==> src/rtl/che_pkt_tx_if.sv <==
// Word stream from the CHE transmitter toward the radio/packet buffer.
// The master drives data/valid/last; the slave returns ready.
interface che_pkt_tx_if #(
  parameter int WORD_WIDTH = 16
) ();
  logic [WORD_WIDTH-1:0] tx_data;
  logic                  tx_valid;
  logic                  tx_ready;
  logic                  tx_last;

  modport master (output tx_data, output tx_valid, output tx_last, input tx_ready);
  modport slave  (input tx_data, input tx_valid, input tx_last, output tx_ready);
endinterface

==> src/rtl/che_pkt_tx.sv <==
// CHE advertisement serializer: header, CH ID, hops, Q-value onto a valid/ready stream.
// Build option CHE_CHECKSUM_EN appends a mod-2^16 checksum word after the Q-value.
module che_pkt_tx #(
  parameter int                    WORD_WIDTH   = 16,
  parameter logic [7:0]            PKT_TYPE_CHE = 8'h02,
  parameter logic [WORD_WIDTH-1:0] HOP_LIMIT    = 16'd8
) (
  input  logic                  clk,
  input  logic                  rst,
  input  logic                  start,
  input  logic                  relay,
  input  logic [WORD_WIDTH-1:0] myNodeID,
  input  logic [WORD_WIDTH-1:0] myQValue,
  input  logic [WORD_WIDTH-1:0] chosenCH,
  input  logic [WORD_WIDTH-1:0] hopsfromCH,
  input  logic [WORD_WIDTH-1:0] chQValue,
  input  logic                  HB_reset,
  che_pkt_tx_if.master          tx,
  output logic                  busy,
  output logic                  done,
  output logic                  dropped
);

`ifdef CHE_CHECKSUM_EN
  localparam logic [7:0] WORD_COUNT = 8'd5;
`else
  localparam logic [7:0] WORD_COUNT = 8'd4;
`endif
  localparam logic [WORD_WIDTH-1:0] HEADER = WORD_WIDTH'({PKT_TYPE_CHE, WORD_COUNT});

  typedef enum logic [2:0] {IDLE, CHECK, HDR, ID, HOPS, QV, CHK, DONE} state_t;

  state_t                state;
  logic [WORD_WIDTH-1:0] snap_id;
  logic [WORD_WIDTH-1:0] snap_hops;
  logic [WORD_WIDTH-1:0] snap_q;
  logic [WORD_WIDTH-1:0] relay_hops;
  logic                  accept;

  // Saturate so an unreachable CH (all ones) stays unreachable and is always dropped.
  assign relay_hops = (&hopsfromCH) ? hopsfromCH : hopsfromCH + 1'b1;
  assign accept     = tx.tx_valid & tx.tx_ready;

  always_ff @(posedge clk) begin
    if (rst) begin
      state       <= IDLE;
      snap_id     <= '0;
      snap_hops   <= '0;
      snap_q      <= '0;
      tx.tx_data  <= '0;
      tx.tx_valid <= 1'b0;
      tx.tx_last  <= 1'b0;
      busy        <= 1'b0;
      done        <= 1'b0;
      dropped     <= 1'b0;
    end else if (HB_reset) begin
      state       <= IDLE;
      tx.tx_valid <= 1'b0;
      tx.tx_last  <= 1'b0;
      busy        <= 1'b0;
      done        <= 1'b0;
      dropped     <= 1'b0;
    end else begin
      done    <= 1'b0;
      dropped <= 1'b0;
      case (state)
        IDLE: begin
          if (start) begin
            snap_id   <= relay ? chosenCH : myNodeID;
            snap_hops <= relay ? relay_hops : '0;
            snap_q    <= relay ? chQValue : myQValue;
            busy      <= 1'b1;
            state     <= CHECK;
          end
        end
        CHECK: begin
          if (snap_hops > HOP_LIMIT) begin
            dropped <= 1'b1;
            busy    <= 1'b0;
            state   <= IDLE;
          end else begin
            tx.tx_data  <= HEADER;
            tx.tx_valid <= 1'b1;
            state       <= HDR;
          end
        end
        HDR: begin
          if (accept) begin
            tx.tx_data <= snap_id;
            state      <= ID;
          end
        end
        ID: begin
          if (accept) begin
            tx.tx_data <= snap_hops;
            state      <= HOPS;
          end
        end
        HOPS: begin
          if (accept) begin
            tx.tx_data <= snap_q;
`ifndef CHE_CHECKSUM_EN
            tx.tx_last <= 1'b1;
`endif
            state      <= QV;
          end
        end
        QV: begin
          if (accept) begin
`ifdef CHE_CHECKSUM_EN
            tx.tx_data <= HEADER + snap_id + snap_hops + snap_q;
            tx.tx_last <= 1'b1;
            state      <= CHK;
`else
            tx.tx_valid <= 1'b0;
            tx.tx_last  <= 1'b0;
            done        <= 1'b1;
            state       <= DONE;
`endif
          end
        end
`ifdef CHE_CHECKSUM_EN
        CHK: begin
          if (accept) begin
            tx.tx_valid <= 1'b0;
            tx.tx_last  <= 1'b0;
            done        <= 1'b1;
            state       <= DONE;
          end
        end
`endif
        DONE: begin
          busy  <= 1'b0;
          state <= IDLE;
        end
        default: state <= IDLE;
      endcase
    end
  end

endmodule

==> src/flat_wrapper.sv <==
// flat-port wrapper written by rule: the top's interface ports become plain ports
module che_pkt_tx_flat 
#(
  parameter int                    WORD_WIDTH   = 16,
  parameter logic [7:0]            PKT_TYPE_CHE = 8'h02,
  parameter logic [WORD_WIDTH-1:0] HOP_LIMIT    = 16'd8
)
  (clk, rst, start, relay, myNodeID, myQValue, chosenCH, hopsfromCH, chQValue, HB_reset, busy, done, dropped, tx_tx_data, tx_tx_valid, tx_tx_last, tx_tx_ready);
  che_pkt_tx_if #(.WORD_WIDTH(WORD_WIDTH)) tx_i ();
  input  logic clk;
  input  logic rst;
  input  logic start;
  input  logic relay;
  input  logic [WORD_WIDTH-1:0] myNodeID;
  input  logic [WORD_WIDTH-1:0] myQValue;
  input  logic [WORD_WIDTH-1:0] chosenCH;
  input  logic [WORD_WIDTH-1:0] hopsfromCH;
  input  logic [WORD_WIDTH-1:0] chQValue;
  input  logic HB_reset;
  output logic busy;
  output logic done;
  output logic dropped;
  output wire logic [$bits(tx_i.tx_data)-1:0] tx_tx_data;
  output wire logic [$bits(tx_i.tx_valid)-1:0] tx_tx_valid;
  output wire logic [$bits(tx_i.tx_last)-1:0] tx_tx_last;
  input wire logic [$bits(tx_i.tx_ready)-1:0] tx_tx_ready;
  assign tx_tx_data = tx_i.tx_data;
  assign tx_tx_valid = tx_i.tx_valid;
  assign tx_tx_last = tx_i.tx_last;
  assign tx_i.tx_ready = tx_tx_ready;
  che_pkt_tx #(.WORD_WIDTH(WORD_WIDTH), .PKT_TYPE_CHE(PKT_TYPE_CHE), .HOP_LIMIT(HOP_LIMIT)) u_core (.clk(clk), .rst(rst), .start(start), .relay(relay), .myNodeID(myNodeID), .myQValue(myQValue), .chosenCH(chosenCH), .hopsfromCH(hopsfromCH), .chQValue(chQValue), .HB_reset(HB_reset), .tx(tx_i), .busy(busy), .done(done), .dropped(dropped));
endmodule
==> config.mk <==
export PLATFORM = sky130hd
export DESIGN_NAME = che_pkt_tx_flat
export DESIGN_NICKNAME = d
export VERILOG_FILES = /design/src/rtl/che_pkt_tx_if.sv /design/src/rtl/che_pkt_tx.sv /design/src/flat_wrapper.sv
export SDC_FILE = /design/constraint.sdc
export NUM_CORES = 1
export LEC_CHECK = 0
export ABC_AREA = 1
export BUFFER_PORTS_ARGS = -buffer_cell sky130_fd_sc_hd__buf_2
export CELL_PAD_IN_SITES_DETAIL_PLACEMENT = 0
export CELL_PAD_IN_SITES_GLOBAL_PLACEMENT = 1
export CORE_ASPECT_RATIO = 0.6
export CORE_MARGIN = 2
export CORE_UTILIZATION = 36
export DETAILED_ROUTE_END_ITERATION = 12
export PLACE_DENSITY = 0.77
export SETUP_SLACK_MARGIN = 0.3
export SKIP_CTS_REPAIR_TIMING = 1
export SKIP_LAST_GASP = 1
export SLEW_MARGIN = 15
export SYNTH_ARGS = -nofsm -noshare
export SYNTH_HDL_FRONTEND = slang
export SYNTH_SLANG_ARGS = --single-unit
==> constraint.sdc <==
create_clock -name clk -period 1.86 [get_ports clk]
set_clock_uncertainty 0.05 [all_clocks]
set_input_delay 0.372 -clock clk [delete_from_list [all_inputs] [get_ports clk]]
set_output_delay 0.372 -clock clk [all_outputs]
set_load 0.02 [all_outputs]
==> out/results.tsv <==
stage	metric	value	unit
cells_and_area	final_common_cell	nand2_1	
power	leakage	2.44	nW
logic_synthesis	netlist_instances	605	
floorplan	die_h	84.9	µm
detailed_routing	vias	4374	
clock_network	clock_sinks	72	
worst_hold_path	hold_class	in2reg	
floorplan	rows	29	
worst_hold_path	min_from	chosenCH[14]	
cells_and_area	drive_gt1_share	27.0	%
timing	slew_viol_final	0	
timing	rsz0062_at_grt	true	
timing	fin_crit	1.53	ns
critical_path	reg2reg_from	u_core.state[2]$_SDFFE_PP0P_	
cells_and_area	layoutNonFillerInstCount	857	
critical_path	critical_path.max_fanout	8	
critical_path	reg2reg_depth	9	
clock_network	cts_buffers	9	
floorplan	initial_utilization	37.1	%
detailed_routing	drt-total-wl	12700	µm
timing	setup_tns	0	ns
power	p_per_area	945	mW/mm²
grt	grt_max_degree	65	
detailed_routing	wl_per_cell	14.9	µm
grt	grt_usage	20.6	%
grt	grt_pass1_vias	3947	
clock_network	clock-root-buffer	clkbuf_16	
clock_network	clkLatencyLatePin	0.33	ns
logic_synthesis	ys_seq_elements	72	
logic_synthesis	yosysUniqueCellTypes	28	
detailed_routing	drc	0	
clock_network	ctsLongestPathBuffers	2	
power	total_power	4.92	mW
timing	post-route-period-util	82.5	%
flow_run	drv_cap	0	
critical_path	r2r_end	u_core.tx.tx_data[13]$_SDFFE_PP0P_	
logic_synthesis	ys_seq_area_share	36.7	%
grt	grt.overflow.total	0	
critical_path	required	2.04	ns
logic_synthesis	synth_fp_nets	692	
detailed_routing	firstDrtPassIters	5	
critical_path	path_class	reg2reg	
timing	fin_ws	0.326	ns
logic_synthesis	ys.flop_type	dfxtp_1	
grt	grt_pass1_wl	19400	µm
clock_network	cts_tree	done	
floorplan	io_pins	107	
placement	placed_cells	825	
placement	preCtsSetupSlack	0.0542	ns
floorplan	dieArea	0.0118	mm²
floorplan	coreArea	0.0106	mm²
timing	fmax	652	MHz
placement	dp_hpwl	9150	µm
placement	gp_congestion	0.863	
floorplan	die_w	139	µm
timing	finalHoldViolCount	0	
cells_and_area	nets	800	
clock_network	h-tree-depth	3	
placement	io_buffers	106	
cells_and_area	design_area	0.00520	mm²
timing	final-setup-viol-count	0	
detailed_routing	ant_nets	0	
logic_synthesis	synth_edf_count	0	
power	ir_drop	657	µV
worst_hold_path	holdPathStages	3	
detailed_routing	vias_per_cell	5.10	
grt	antenna_found_initial	0	
timing	maxSlewHeadroom	73.3	%
critical_path	startpoint_type	register	
outcome	status	complete, no violations	
logic_synthesis	yosys_warnings	0	
cells_and_area	final_cell_mix	nand2_1, buf_2, dfxtp_1	
cells_and_area	syn_to_final_growth	32.4	%
critical_path	ff2ff_setup_slack	0.33	ns
critical_path	cp.arrival	1.71	ns
worst_hold_path	min_to	u_core.snap_id[14]$_SDFFE_PP0P_	
critical_path	end_kind	register	
detailed_routing	drt_iter0_markers	311	
logic_synthesis	syn_avg_cell_area	6.49	µm²
timing	worstMarginPinSlew	0.400	ns
clock_network	path_clk_slew	0.06	ns
logic_synthesis	synth_area	0.00393	mm²
logic_synthesis	synthArstFlopShare	0	%
placement	place_area	0.00452	mm²
cells_and_area	antenna_cells	0	
## worst max-delay path by stage
stage               slack (ns)  cells after the start                                  to                         start
finish                    0.33                      9  u_core.tx.tx_data[13]$_SDFFE_PP0P_  u_core.state[2]$_SDFFE_PP0P_
global route              0.24                      9  u_core.tx.tx_data[13]$_SDFFE_PP0P_  u_core.state[2]$_SDFFE_PP0P_
CTS                       0.03                      9        u_core.state[0]$_SDFFE_PP0P_  u_core.state[0]$_SDFFE_PP0P_
detailed placement        0.05                      9        u_core.state[0]$_SDFFE_PP0P_  u_core.state[0]$_SDFFE_PP0P_
global placement          0.12                     10    u_core.snap_hops[9]$_SDFFE_PP0P_                 hopsfromCH[0]
floorplan                 0.44                      9   u_core.snap_hops[13]$_SDFFE_PP0P_                 hopsfromCH[0]
## where the power goes
group          internal (mW)  switching (mW)
clock network           1.35           0.645
logic                  0.457           0.654
registers               1.70           0.119
total                   3.50            1.42
## flip-flops by register name, summed over array words and instances, names as in the netlist
register and cells:
u_core.snap_id 16, u_core.tx.tx_last 1, u_core.dropped 1, u_core.busy 1
u_core.snap_q 16, u_core.state 3, u_core.tx.tx_valid 1, u_core.done 1
u_core.tx.tx_data 16, u_core.snap_hops 16
## critical path, cell delays in order (launching register included)
cell	delay, ns
dfxtp_4	0.38
nor2_4	0.17
nand2_4	0.09
o21ai_2	0.07
nor2_2	0.06
nor2_4	0.22
clkbuf_16	0.20
nand3_1	0.07
nand2_1	0.09
nor2_1	0.04
## routing by layer
| metal | global-route usage [%] | share of wire, % | up-vias |
|---|---|---|---|
| li1 | - | - | 2203 |
| met1 | 31.5 | 54 | 2016 |
| met2 | 29.0 | 39 | 145 |
| met3 | 5.42 | 6.1 | 10 |
| met4 | 4.22 | 0.78 | 0 |
| met5 | 0 | 0 | - |
## final cells by class
class / instances / area (µm²)
sequential: 72 / 1450
clock buffer: 11 / 243
multi-input combinational: 463 / 2220
tap: 139 / 174
fill: 1103 / 5390
inverter: 36 / 150
timing repair buffer: 131 / 863
clock inverter: 5 / 104
## logic make-up after synthesis
kind of cell	Yosys count	synth area share, %
AND/OR/NAND/NOR	333	35.7
AO/OA/AOI/OAI	124	17.0
flip-flops	72	36.7
buffers and inverters	70	9.20
XOR/XNOR	5	1.11
adder cells (fa/ha/maj)	1	0.318
## Yosys cell counts, types with 9 or more instances
| cell | count | area (µm²) |
|---|---|---|
| o21ai_0 | 41 | 205 |
| clkbuf_1 | 11 | 41.3 |
| nand2_1 | 208 | 781 |
| buf_6 | 9 | 101 |
| dfxtp_1 | 72 | 1440 |
| nand2_2 | 10 | 62.6 |
| buf_2 | 9 | 45.0 |
| a31oi_1 | 32 | 200 |
| a21oi_1 | 49 | 245 |
| nor2_1 | 57 | 214 |
| inv_1 | 29 | 109 |
| nand3_1 | 42 | 210 |
## through the flow
stage / hold WS, ns / utilization [%]
3_5_place_dp: 0.419 / 42.6
6_report: 0.249 / 49.1
3_3_place_gp: 0.398 / 42.6
2_1_floorplan: 0.406 / -
5_1_grt: 0.252 / 49.1
4_1_cts: 0.241 / 45.9
Power figures use the tool's default switching activity.
